`src/rtl/mem_pkg.sv`:
```
// mem_pkg: state, write-back select and access width encodings shared by the memory stage
package mem_pkg;

   typedef enum logic [1:0] {IDLE, REQ, DONE} mem_state_t;

   localparam logic [1:0] WB_ALU = 2'b00;
   localparam logic [1:0] WB_MEM = 2'b01;
   localparam logic [1:0] WB_PC  = 2'b10;

   localparam logic [1:0] W_BYTE = 2'b00;
   localparam logic [1:0] W_HALF = 2'b01;
   localparam logic [1:0] W_WORD = 2'b10;

endpackage

```
`src/rtl/mem_access_stage_if.sv`:
```
// mem_access_stage_if: single-port data-memory bus with a req/ack handshake
interface mem_access_stage_if #(
   parameter int ADDR_W = 32
);
   logic              req;
   logic              we;
   logic [ADDR_W-1:0] addr;
   logic [3:0]        be;
   logic [31:0]       wdata;
   logic [31:0]       rdata;
   logic              ack;

   modport master (
      output req, we, addr, be, wdata,
      input  rdata, ack
   );

   modport slave (
      input  req, we, addr, be, wdata,
      output rdata, ack
   );
endinterface

```
`src/rtl/load_store_align.sv`:
```
// load_store_align: store lane steering and load extraction with sign/zero extension
module load_store_align
   import mem_pkg::*;
(
   input  logic [1:0]  addr_lo,
   input  logic [1:0]  width,
   input  logic        is_unsigned,
   input  logic        is_store,
   input  logic [31:0] st_data,
   input  logic [31:0] rd_data,
   output logic [3:0]  be,
   output logic [31:0] wdata,
   output logic [31:0] ld_data
);
   logic [31:0] shifted;

   always_comb begin
      shifted = rd_data >> {addr_lo, 3'b000};
      be      = !is_store ? 4'hf :
                width == W_BYTE ? 4'b0001 << addr_lo :
                width == W_HALF ? 4'b0011 << addr_lo : 4'hf;
      wdata   = width == W_BYTE ? {4{st_data[7:0]}} :
                width == W_HALF ? {2{st_data[15:0]}} : st_data;
      ld_data = width == W_BYTE ? {{24{shifted[7] & ~is_unsigned}}, shifted[7:0]} :
                width == W_HALF ? {{16{shifted[15] & ~is_unsigned}}, shifted[15:0]} : shifted;
   end
endmodule

```
`src/rtl/mem_access_stage.sv`:
```
// mem_access_stage: MEM stage of the 5-stage RISC-V core; drives the data bus,
// stalls execute during an access and registers the MEM/WB pipeline outputs
module mem_access_stage
   import mem_pkg::*;
#(
   parameter int TIMEOUT_CYCLES = 255,
   parameter int ADDR_W         = 32
)(
   input  logic                clk,
   input  logic                rst,
   input  logic [31:0]         next_pc_mem,
   input  logic [31:0]         alu_result_mem,
   input  logic [31:0]         write_data_mem,
   input  logic [1:0]          wb_sel_mem,
   input  logic [1:0]          read_width_mem,
   input  logic                read_unsigned_mem,
   input  logic                rd_en_mem,
   input  logic                mem_wrt_en_mem,
   input  logic                reg_wrt_en_mem,
   input  logic [4:0]          wrt_dst_mem,
   mem_access_stage_if.master  dmem,
   output logic                stall_mem,
   output logic [31:0]         wbdata_wb,
   output logic [4:0]          wrt_dst_wb,
   output logic                reg_wrt_en_wb,
   output logic                misalign_err,
   output logic                bus_err
);
   localparam int CW = $clog2(TIMEOUT_CYCLES + 1);

   mem_state_t    state;
   logic [CW-1:0] cnt;
   logic          abort;
   logic [31:0]   rdata_q;
   logic [31:0]   ld_data;
   logic [31:0]   st_wdata;
   logic [31:0]   wb_val;
   logic [3:0]    st_be;
   logic          access;
   logic          misaligned;

   load_store_align u_align (
      .addr_lo     (alu_result_mem[1:0]),
      .width       (read_width_mem),
      .is_unsigned (read_unsigned_mem),
      .is_store    (mem_wrt_en_mem),
      .st_data     (write_data_mem),
      .rd_data     (rdata_q),
      .be          (st_be),
      .wdata       (st_wdata),
      .ld_data     (ld_data)
   );

   // Bus fields are held at zero outside REQ so the idle bus is quiet.
   always_comb begin
      access     = rd_en_mem | mem_wrt_en_mem;
      misaligned = (read_width_mem == W_HALF && alu_result_mem[0]) ||
                   (read_width_mem[1] && alu_result_mem[1:0] != 2'b00);
      wb_val     = wb_sel_mem == WB_MEM ? ld_data :
                   wb_sel_mem == WB_PC ? next_pc_mem : alu_result_mem;
      stall_mem  = state == REQ || (state == IDLE && access && !misaligned);
      dmem.req   = state == REQ;
      dmem.we    = state == REQ && mem_wrt_en_mem;
      dmem.addr  = state == REQ ? ADDR_W'({alu_result_mem[31:2], 2'b00}) : '0;
      dmem.be    = state == REQ ? st_be : 4'h0;
      dmem.wdata = state == REQ && mem_wrt_en_mem ? st_wdata : '0;
   end

   // While an access is outstanding the WB side sees a bubble, so a stalled
   // instruction never writes the register file twice.
   always_ff @(posedge clk) begin
      if (rst) begin
         state         <= IDLE;
         cnt           <= '0;
         abort         <= 1'b0;
         rdata_q       <= '0;
         wbdata_wb     <= '0;
         wrt_dst_wb    <= '0;
         reg_wrt_en_wb <= 1'b0;
         misalign_err  <= 1'b0;
         bus_err       <= 1'b0;
      end else begin
         misalign_err <= 1'b0;
         bus_err      <= 1'b0;
         if (state == IDLE) begin
            if (stall_mem) begin
               state         <= REQ;
               cnt           <= '0;
               abort         <= 1'b0;
               reg_wrt_en_wb <= 1'b0;
            end else begin
               wbdata_wb     <= wb_val;
               wrt_dst_wb    <= wrt_dst_mem;
               reg_wrt_en_wb <= reg_wrt_en_mem & ~access;
               misalign_err  <= access;
            end
         end else if (state == REQ) begin
            if (dmem.ack) begin
               rdata_q <= dmem.rdata;
               state   <= DONE;
            end else if (cnt == CW'(TIMEOUT_CYCLES - 1)) begin
               abort   <= 1'b1;
               bus_err <= 1'b1;
               state   <= DONE;
            end else begin
               cnt <= cnt + 1'b1;
            end
         end else begin
            wbdata_wb     <= wb_val;
            wrt_dst_wb    <= wrt_dst_mem;
            reg_wrt_en_wb <= reg_wrt_en_mem & ~abort;
            state         <= IDLE;
         end
      end
   end
endmodule

```
`src/flat_wrapper.sv`:
```
// flat-port wrapper written by rule: the top's interface ports become plain ports
module mem_access_stage_flat import mem_pkg::*;
#(
   parameter int TIMEOUT_CYCLES = 255,
   parameter int ADDR_W         = 32
)
  (clk, rst, next_pc_mem, alu_result_mem, write_data_mem, wb_sel_mem, read_width_mem, read_unsigned_mem, rd_en_mem, mem_wrt_en_mem, reg_wrt_en_mem, wrt_dst_mem, stall_mem, wbdata_wb, wrt_dst_wb, reg_wrt_en_wb, misalign_err, bus_err, dmem_req, dmem_we, dmem_addr, dmem_be, dmem_wdata, dmem_rdata, dmem_ack);
  mem_access_stage_if #(.ADDR_W(ADDR_W)) dmem_i ();
  input  logic clk;
  input  logic rst;
  input  logic [31:0] next_pc_mem;
  input  logic [31:0] alu_result_mem;
  input  logic [31:0] write_data_mem;
  input  logic [1:0] wb_sel_mem;
  input  logic [1:0] read_width_mem;
  input  logic read_unsigned_mem;
  input  logic rd_en_mem;
  input  logic mem_wrt_en_mem;
  input  logic reg_wrt_en_mem;
  input  logic [4:0] wrt_dst_mem;
  output logic stall_mem;
  output logic [31:0] wbdata_wb;
  output logic [4:0] wrt_dst_wb;
  output logic reg_wrt_en_wb;
  output logic misalign_err;
  output logic bus_err;
  output wire logic [$bits(dmem_i.req)-1:0] dmem_req;
  output wire logic [$bits(dmem_i.we)-1:0] dmem_we;
  output wire logic [$bits(dmem_i.addr)-1:0] dmem_addr;
  output wire logic [$bits(dmem_i.be)-1:0] dmem_be;
  output wire logic [$bits(dmem_i.wdata)-1:0] dmem_wdata;
  input wire logic [$bits(dmem_i.rdata)-1:0] dmem_rdata;
  input wire logic [$bits(dmem_i.ack)-1:0] dmem_ack;
  assign dmem_req = dmem_i.req;
  assign dmem_we = dmem_i.we;
  assign dmem_addr = dmem_i.addr;
  assign dmem_be = dmem_i.be;
  assign dmem_wdata = dmem_i.wdata;
  assign dmem_i.rdata = dmem_rdata;
  assign dmem_i.ack = dmem_ack;
  mem_access_stage #(.TIMEOUT_CYCLES(TIMEOUT_CYCLES), .ADDR_W(ADDR_W)) u_core (.clk(clk), .rst(rst), .next_pc_mem(next_pc_mem), .alu_result_mem(alu_result_mem), .write_data_mem(write_data_mem), .wb_sel_mem(wb_sel_mem), .read_width_mem(read_width_mem), .read_unsigned_mem(read_unsigned_mem), .rd_en_mem(rd_en_mem), .mem_wrt_en_mem(mem_wrt_en_mem), .reg_wrt_en_mem(reg_wrt_en_mem), .wrt_dst_mem(wrt_dst_mem), .dmem(dmem_i), .stall_mem(stall_mem), .wbdata_wb(wbdata_wb), .wrt_dst_wb(wrt_dst_wb), .reg_wrt_en_wb(reg_wrt_en_wb), .misalign_err(misalign_err), .bus_err(bus_err));
endmodule
```
`config.mk`:
```
export PLATFORM = sky130hd
export DESIGN_NAME = mem_access_stage_flat
export DESIGN_NICKNAME = d
export VERILOG_FILES = /design/src/rtl/mem_pkg.sv /design/src/rtl/mem_access_stage_if.sv /design/src/rtl/load_store_align.sv /design/src/rtl/mem_access_stage.sv /design/src/flat_wrapper.sv
export SDC_FILE = /design/constraint.sdc
export NUM_CORES = 1
export LEC_CHECK = 0
export BUFFER_PORTS_ARGS = -buffer_cell sky130_fd_sc_hd__buf_2
export CAP_MARGIN = 15
export CORE_ASPECT_RATIO = 1.75
export CORE_MARGIN = 3
export CORE_UTILIZATION = 39
export DETAILED_ROUTE_END_ITERATION = 7
export GPL_TIMING_DRIVEN = 1
export PLACE_DENSITY = 0.81
export SLEW_MARGIN = 20
export SYNTH_ARGS = -nofsm -noshare
export SYNTH_HDL_FRONTEND = slang
export SYNTH_HIERARCHICAL = 1
export SYNTH_SLANG_ARGS = --single-unit
```
`constraint.sdc`:
```
create_clock -name clk -period 2.19 [get_ports clk]
set_input_delay 0.219 -clock clk [delete_from_list [all_inputs] [get_ports clk]]
set_output_delay 0.219 -clock clk [all_outputs]
set_load 0.02 [all_outputs]
```
==> results_dict.tcl, run 1 <==
set metrics [dict create \
    hold_class "in2reg" \
    hold_viol 0 \
    clockPowerShare_pct 34.5 \
    dp_hpwl_um 15600 \
    die_h_um 162 \
    vdd_drop_max_v 0.000338 \
    ant_nets 0 \
    drt-total-wl_um 19900 \
    synth_edf_count 0 \
    cts_inserted_buffers 9 \
    switching_share_pct 34.5 \
    ys_seq_area_share_pct 30.4 \
    slew_viol_final 0 \
    critPathMaxFanout 57 \
    port_buffers 252 \
    clock_latency_ns 0.34 \
    wire_per_inst_um 17.8 \
    drc 0 \
    synth-async-reset-ratio_pct 0 \
    hp-start "wrt_dst_mem[2]" \
    grt_pass1_wl_um 29300 \
    detail_route.vias_per_cell 5.36 \
    maxCapViolations 0 \
    dp_slack_ns 0.161 \
    synthFlopType "dfxtp_1" \
    synth-seq-cells 83 \
    crit_path_start_kind "flip-flop" \
    power.internal_mw 2.92 \
    rr_startpoint "u_core/rdata_q[31]" \
    die_w_um 95.4 \
    status "completed" \
    tightestPinTransition_ns 0.560 \
    slew-limit-headroom_pct 62.6 \
    antenna_cells 0 \
    grt-ovfl-total 0 \
    syn_area_um2 5460 \
    setup_violations 0 \
    ioPinCount 255 \
    synth_warnings 6 \
    syn_inst 713 \
    skew_ns 0.0144 \
    gp_congestion 0.981 \
    cp.required_ns 1.97 \
    regToRegSetupSlack_ns 0.25 \
    cts.sinks 83 \
    drtIter0Drc 384 \
    combPwrFrac_pct 27.7 \
    cp-end-kind "output pin" \
    cts_root_buf "clkbuf_16" \
    p_leak_nw 3.37 \
    placedCellCount 1096 \
    dpl-instance-area_um2 6760 \
    grt_start_max_net_pins 58 \
    avgSynthCellArea_um2 7.65 \
    pwr-share-seq_pct 37.8 \
    cp-startpoint "u_core/state[0]" \
    timing.hold.ws_ns 0.117 \
    first_global_vias 5485 \
    clock_path_buffers 2 \
    yosysUniqueCellTypes 51 \
    fin_util_pct 52.5 \
    num_vias 5978 \
    antenna_found_initial 0 \
    start_util_pct 40.4 \
    design_area_um2 7100 \
    min_period_ns 2.00 \
    cts_tree "built" \
    setup-tns-final_ns 0 \
    die_area_um2 15500 \
    power.switching_mw 1.53 \
    area_growth_pct 30.1 \
    drive_gt1_share_pct 35.8 \
    p_per_area_nw_per_um2 627 \
    fmax_mhz 501 \
    core_um2 13500 \
    rsz0062_at_grt "no" \
    first_pass_iters 7 \
    p_total_mw 4.45 \
    fin_crit_sh_pct 91.2 \
    fp-row-count 56 \
    cts_max_level 3 \
    setup_ws_ns 0.193 \
    nNetsFinal 1087 \
    worstPathArrival_ns 1.78 \
    final_cells 1116 \
    grt_usage_pct 24.4 \
    path_class "reg2out" \
    path_clk_slew_ns 0.08 \
]
==> worst paths after layout <==
path	end	depth (start not counted)
setup reg to reg	u_core/wbdata_wb[31]	8
hold / removal	u_core/wrt_dst_wb[2]	3
hold reg to reg	u_core/wbdata_wb[2]	2
setup / recovery	dmem_wdata[12]	4
==> sequential cells by signal, summed over array words and instances (netlist names) <==
signal,count
u_core/state,2
u_core/wbdata_wb,32
u_core/abort,1
u_core/rdata_q,32
u_core/reg_wrt_en_wb,1
u_core/misalign_err,1
u_core/cnt,8
u_core/wrt_dst_wb,5
u_core/bus_err,1
==> power groups by stage <==
stage	Combinational, mW	Clock [mW]	Sequential, mW
4_1_cts	1.21	1.54	1.68
3_5_place_dp	1.20	0	1.71
5_1_grt	1.33	1.62	1.69
6_report	1.23	1.53	1.68
3_3_place_gp	1.19	0	1.71
2_1_floorplan	0.697	0	1.79
==> repair_timing <==
item,CTS,global route
gates cloned,0,0
endpoints found under the setup margin,1,19
gates resized for setup,1,1
setup buffers,0,4
hold buffers,0,0
==> worst max-delay path: stages, from the launching register on <==
cell and delay, ns:
dfxtp_1 0.41, nor2b_4 0.32, buf_6 0.33, and3_1 0.20, buf_2 0.16
==> cell families after synthesis <==
kind of cell               after synthesis  share of synthesized area [%]
adders and majority gates                6                           1.38
AOI/OAI and AO/OA                      211                           26.0
and+or+nand+nor                        286                           24.8
other                                    1                         0.0687
muxes                                   44                           8.64
xor gates and xnor gates                 2                          0.321
buffers and inverters                   80                           8.41
DFF                                     83                           30.4
==> Yosys cell counts, drive strengths merged, types with 3 or more instances <==
| cell type | count | area (um^2) |
|---|---|---|
| ha | 6 | 75.1 |
| nand2b | 5 | 31.3 |
| and2 | 36 | 225 |
| o211ai | 37 | 288 |
| inv | 9 | 33.8 |
| o21ai | 20 | 104 |
| and3 | 37 | 231 |
| mux2 | 12 | 135 |
| a21oi | 107 | 584 |
| clkbuf | 26 | 97.6 |
| nor2 | 18 | 67.6 |
| buf | 45 | 328 |
| nor2b | 9 | 56.3 |
| o22a | 29 | 254 |
| a211oi | 9 | 72.6 |
| nand2 | 160 | 601 |
| nand4 | 3 | 18.8 |
| mux2i | 31 | 314 |
| dfxtp | 83 | 1660 |
| or2 | 3 | 18.8 |
| nand3 | 8 | 40.0 |
==> final cells by class <==
| cell class | count | area (um^2) |
|---|---|---|
| fillers | 1320 | 6420 |
| multi-input cells | 551 | 3360 |
| flip-flops and latches | 83 | 1660 |
| repair buffers | 283 | 1520 |
| clock buffers | 9 | 225 |
| well taps | 174 | 218 |
| clock inverters | 7 | 76.3 |
| inverters | 9 | 37.5 |
==> metal layers <==
| layer | up-vias | global-route usage [%] | wire [um] |
|---|---|---|---|
| met5 | - | 0 | 0 |
| met3 | 46 | 4.30 | 1420 |
| met4 | 0 | 9.39 | 702 |
| met1 | 2735 | 26.2 | 6960 |
| met2 | 257 | 46.0 | 10800 |
| li1 | 2940 | - | - |
==> placed cells by master, fill, tap and decap left out, types with 2 or more instances in the layout <==
cell type and instances:
nand4_1 3, conb_1 2, nor2b_1 8, nand2b_1 5, clkbuf_16 9, inv_8 3
dfxtp_1 83, o211ai_1 35, nor2_1 18, a21oi_1 96, nand3_1 8, and2_1 36
ha_1 6, inv_6 2, mux2i_1 30, a211oi_1 8, buf_12 2, o21ai_0 10
o21a_1 2, or2_2 2, o21ai_1 9, mux2_2 12, o211ai_2 2, a21oi_2 10
xor2_1 2, buf_2 252, nand2_1 160, o22a_1 29, inv_1 7, or3_1 2
buf_4 28, and3_1 37
Power figures use the tool's default switching activity.
==> run 2, diff against run 1 <==
clock period = 2.3 ns   (was 2.19 ns; I/O delays follow)
==> run 2 against run 1 <==
Against the previous run: critical path depth unchanged; first-iteration DRC count is 17% higher; sequential cell count is the same; sequential share of layout area is 0.13 points higher; clock power about the same; setup slack gained 0.027 ns; cell count down 0.45%; critical path type unchanged.
==> results_dict.tcl, run 2 (synthesis gave the netlist of run 1 again) <==
set metrics [dict create \
    status "completed" \
    rsz0062_at_grt "no" \
    start_util_pct 40.4 \
    ant_nets 0 \
    first_global_vias 5688 \
    grt-ovfl-total 0 \
    dpl-instance-area_um2 6720 \
    core_um2 13500 \
    die_h_um 162 \
    drive_gt1_share_pct 35.3 \
    drc 0 \
    dp_hpwl_um 15700 \
    die_w_um 95.4 \
    drtIter0Drc 450 \
    drt-total-wl_um 20400 \
    clock_latency_ns 0.34 \
    skew_ns 0.00854 \
    gp_congestion 0.989 \
    crit_path_start_kind "flip-flop" \
    min_path_cells 3 \
    p_total_mw 4.27 \
    timing.hold.ws_ns 0.123 \
    cts.sinks 83 \
    p_per_area_nw_per_um2 605 \
    num_vias 6074 \
    fp-row-count 56 \
    hold_class "in2reg" \
    clock_path_buffers 2 \
    fmax_mhz 481 \
    detail_route.vias_per_cell 5.47 \
    final_cell_mix "252 x buf_2, 160 x nand2_1, 96 x a21oi_1" \
    maxCapViolations 0 \
    slew-limit-headroom_pct 51.1 \
    setup-tns-final_ns 0 \
    grt-busiest-layer "met2" \
    cts_inserted_buffers 9 \
    grt_usage_pct 24.9 \
    cp_cell_sequence "nor2_1 -> a41oi_4 -> inv_1 -> buf_2" \
    p_leak_nw 3.35 \
    fin_util_pct 52.2 \
    grt_use_met2_pct 45.9 \
    tightestPinTransition_ns 0.733 \
    port_buffers 252 \
    met1_usage_pct 27.0 \
    wire_per_inst_um 18.3 \
    r2r_cells 8 \
    design_area_um2 7060 \
    area_growth_pct 29.4 \
    critPathMaxFanout 7 \
    reg_top3 "u_core/rdata_q: 32 flops, u_core/wbdata_wb: 32 flops, u_core/cnt: 8 flops" \
    vdd_drop_max_v 0.000358 \
    path_class "reg2out" \
    grt_start_max_net_pins 70 \
    path_clk_slew_ns 0.07 \
    setup_violations 0 \
    die_area_um2 15500 \
    hold_viol 0 \
    cp.required_ns 2.07 \
    cp-end-kind "output pin" \
    first_pass_iters 5 \
    cpMaxStageDelayCell "dfxtp_1" \
    worstPathArrival_ns 1.85 \
    ioPinCount 255 \
    final_common_cell "buf_2" \
    cts_max_level 3 \
    antenna_found_initial 2 \
    fin_crit_sh_pct 90.5 \
    nNetsFinal 1081 \
    slowest_delay_ns 0.42 \
    met3_usage_pct 3.84 \
    grt_pass1_wl_um 29800 \
    cts_tree "built" \
    slew_viol_final 0 \
    min_period_ns 2.08 \
    cts_root_buf "clkbuf_16" \
]
[run 2: cell count changes in the layout (fill, tap and decap cells not counted)]
cell / previous run / this run
buf_4: 28 / 22
inv_1: 7 / 8
bufinv_16: 0 / 1
clkinv_8: 1 / 0
clkinv_4: 1 / 2
diode_2: 0 / 1
inv_8: 3 / 1
[run 2: per-stage QoR]
| stage | setup slack [ns] | cells |
|---|---|---|
| floorplan | 0.657 | 714 |
| global placement | 0.279 | 1091 |
| detailed placement | 0.246 | 1091 |
| CTS | 0.000818 | 1107 |
| global route | 0.0977 | 1111 |
| finish | 0.219 | 1111 |
[run 2: worst paths after layout]
check	to	slack, ns	start
max	stall_mem	0.22	u_core/state[1]
min	u_core/wrt_dst_wb[3]	0.12	wrt_dst_mem[3]
max reg2reg	u_core/wbdata_wb[31]	0.25	u_core/rdata_q[31]
min reg2reg	u_core/wbdata_wb[7]	0.45	u_core/wbdata_wb[7]
[run 2: layout make-up]
cell class | count | area [um^2]
sequential | 83 | 1660
clock inverter | 7 | 83.8
inverter | 9 | 33.8
tap | 174 | 218
multi-input combinational | 551 | 3360
fill | 1324 | 6460
timing repair buffer | 277 | 1480
clock buffer | 9 | 225
antenna | 1 | 2.50
[run 2: per-layer routing]
metal | vias to the layer above | wire [um]
met3 | 43 | 1330
met2 | 259 | 10900
met4 | 2 | 829
met5 | - | 10
met1 | 2849 | 7300
li1 | 2921 | -
[run 2: critical path, delay by kind of cell (launching register included)]
family / cells / cell delay [ns]
AND/OR/NAND/NOR: 1 / 0.40
buffers and inverters: 2 / 0.51
flip-flops: 1 / 0.42
AO/OA/AOI/OAI: 1 / 0.17
[run 2: what timing repair did]
action,CTS,global route
endpoints found under the setup margin,0,57
hold buffers,0,0
buffers inserted,0,3
gates resized for setup,0,1
[run 2: power breakdown]
| group | internal (mW) | switching, mW |
|---|---|---|
| Clock | 0.861 | 0.651 |
| Combinational | 0.450 | 0.708 |
| Sequential | 1.53 | 0.0665 |
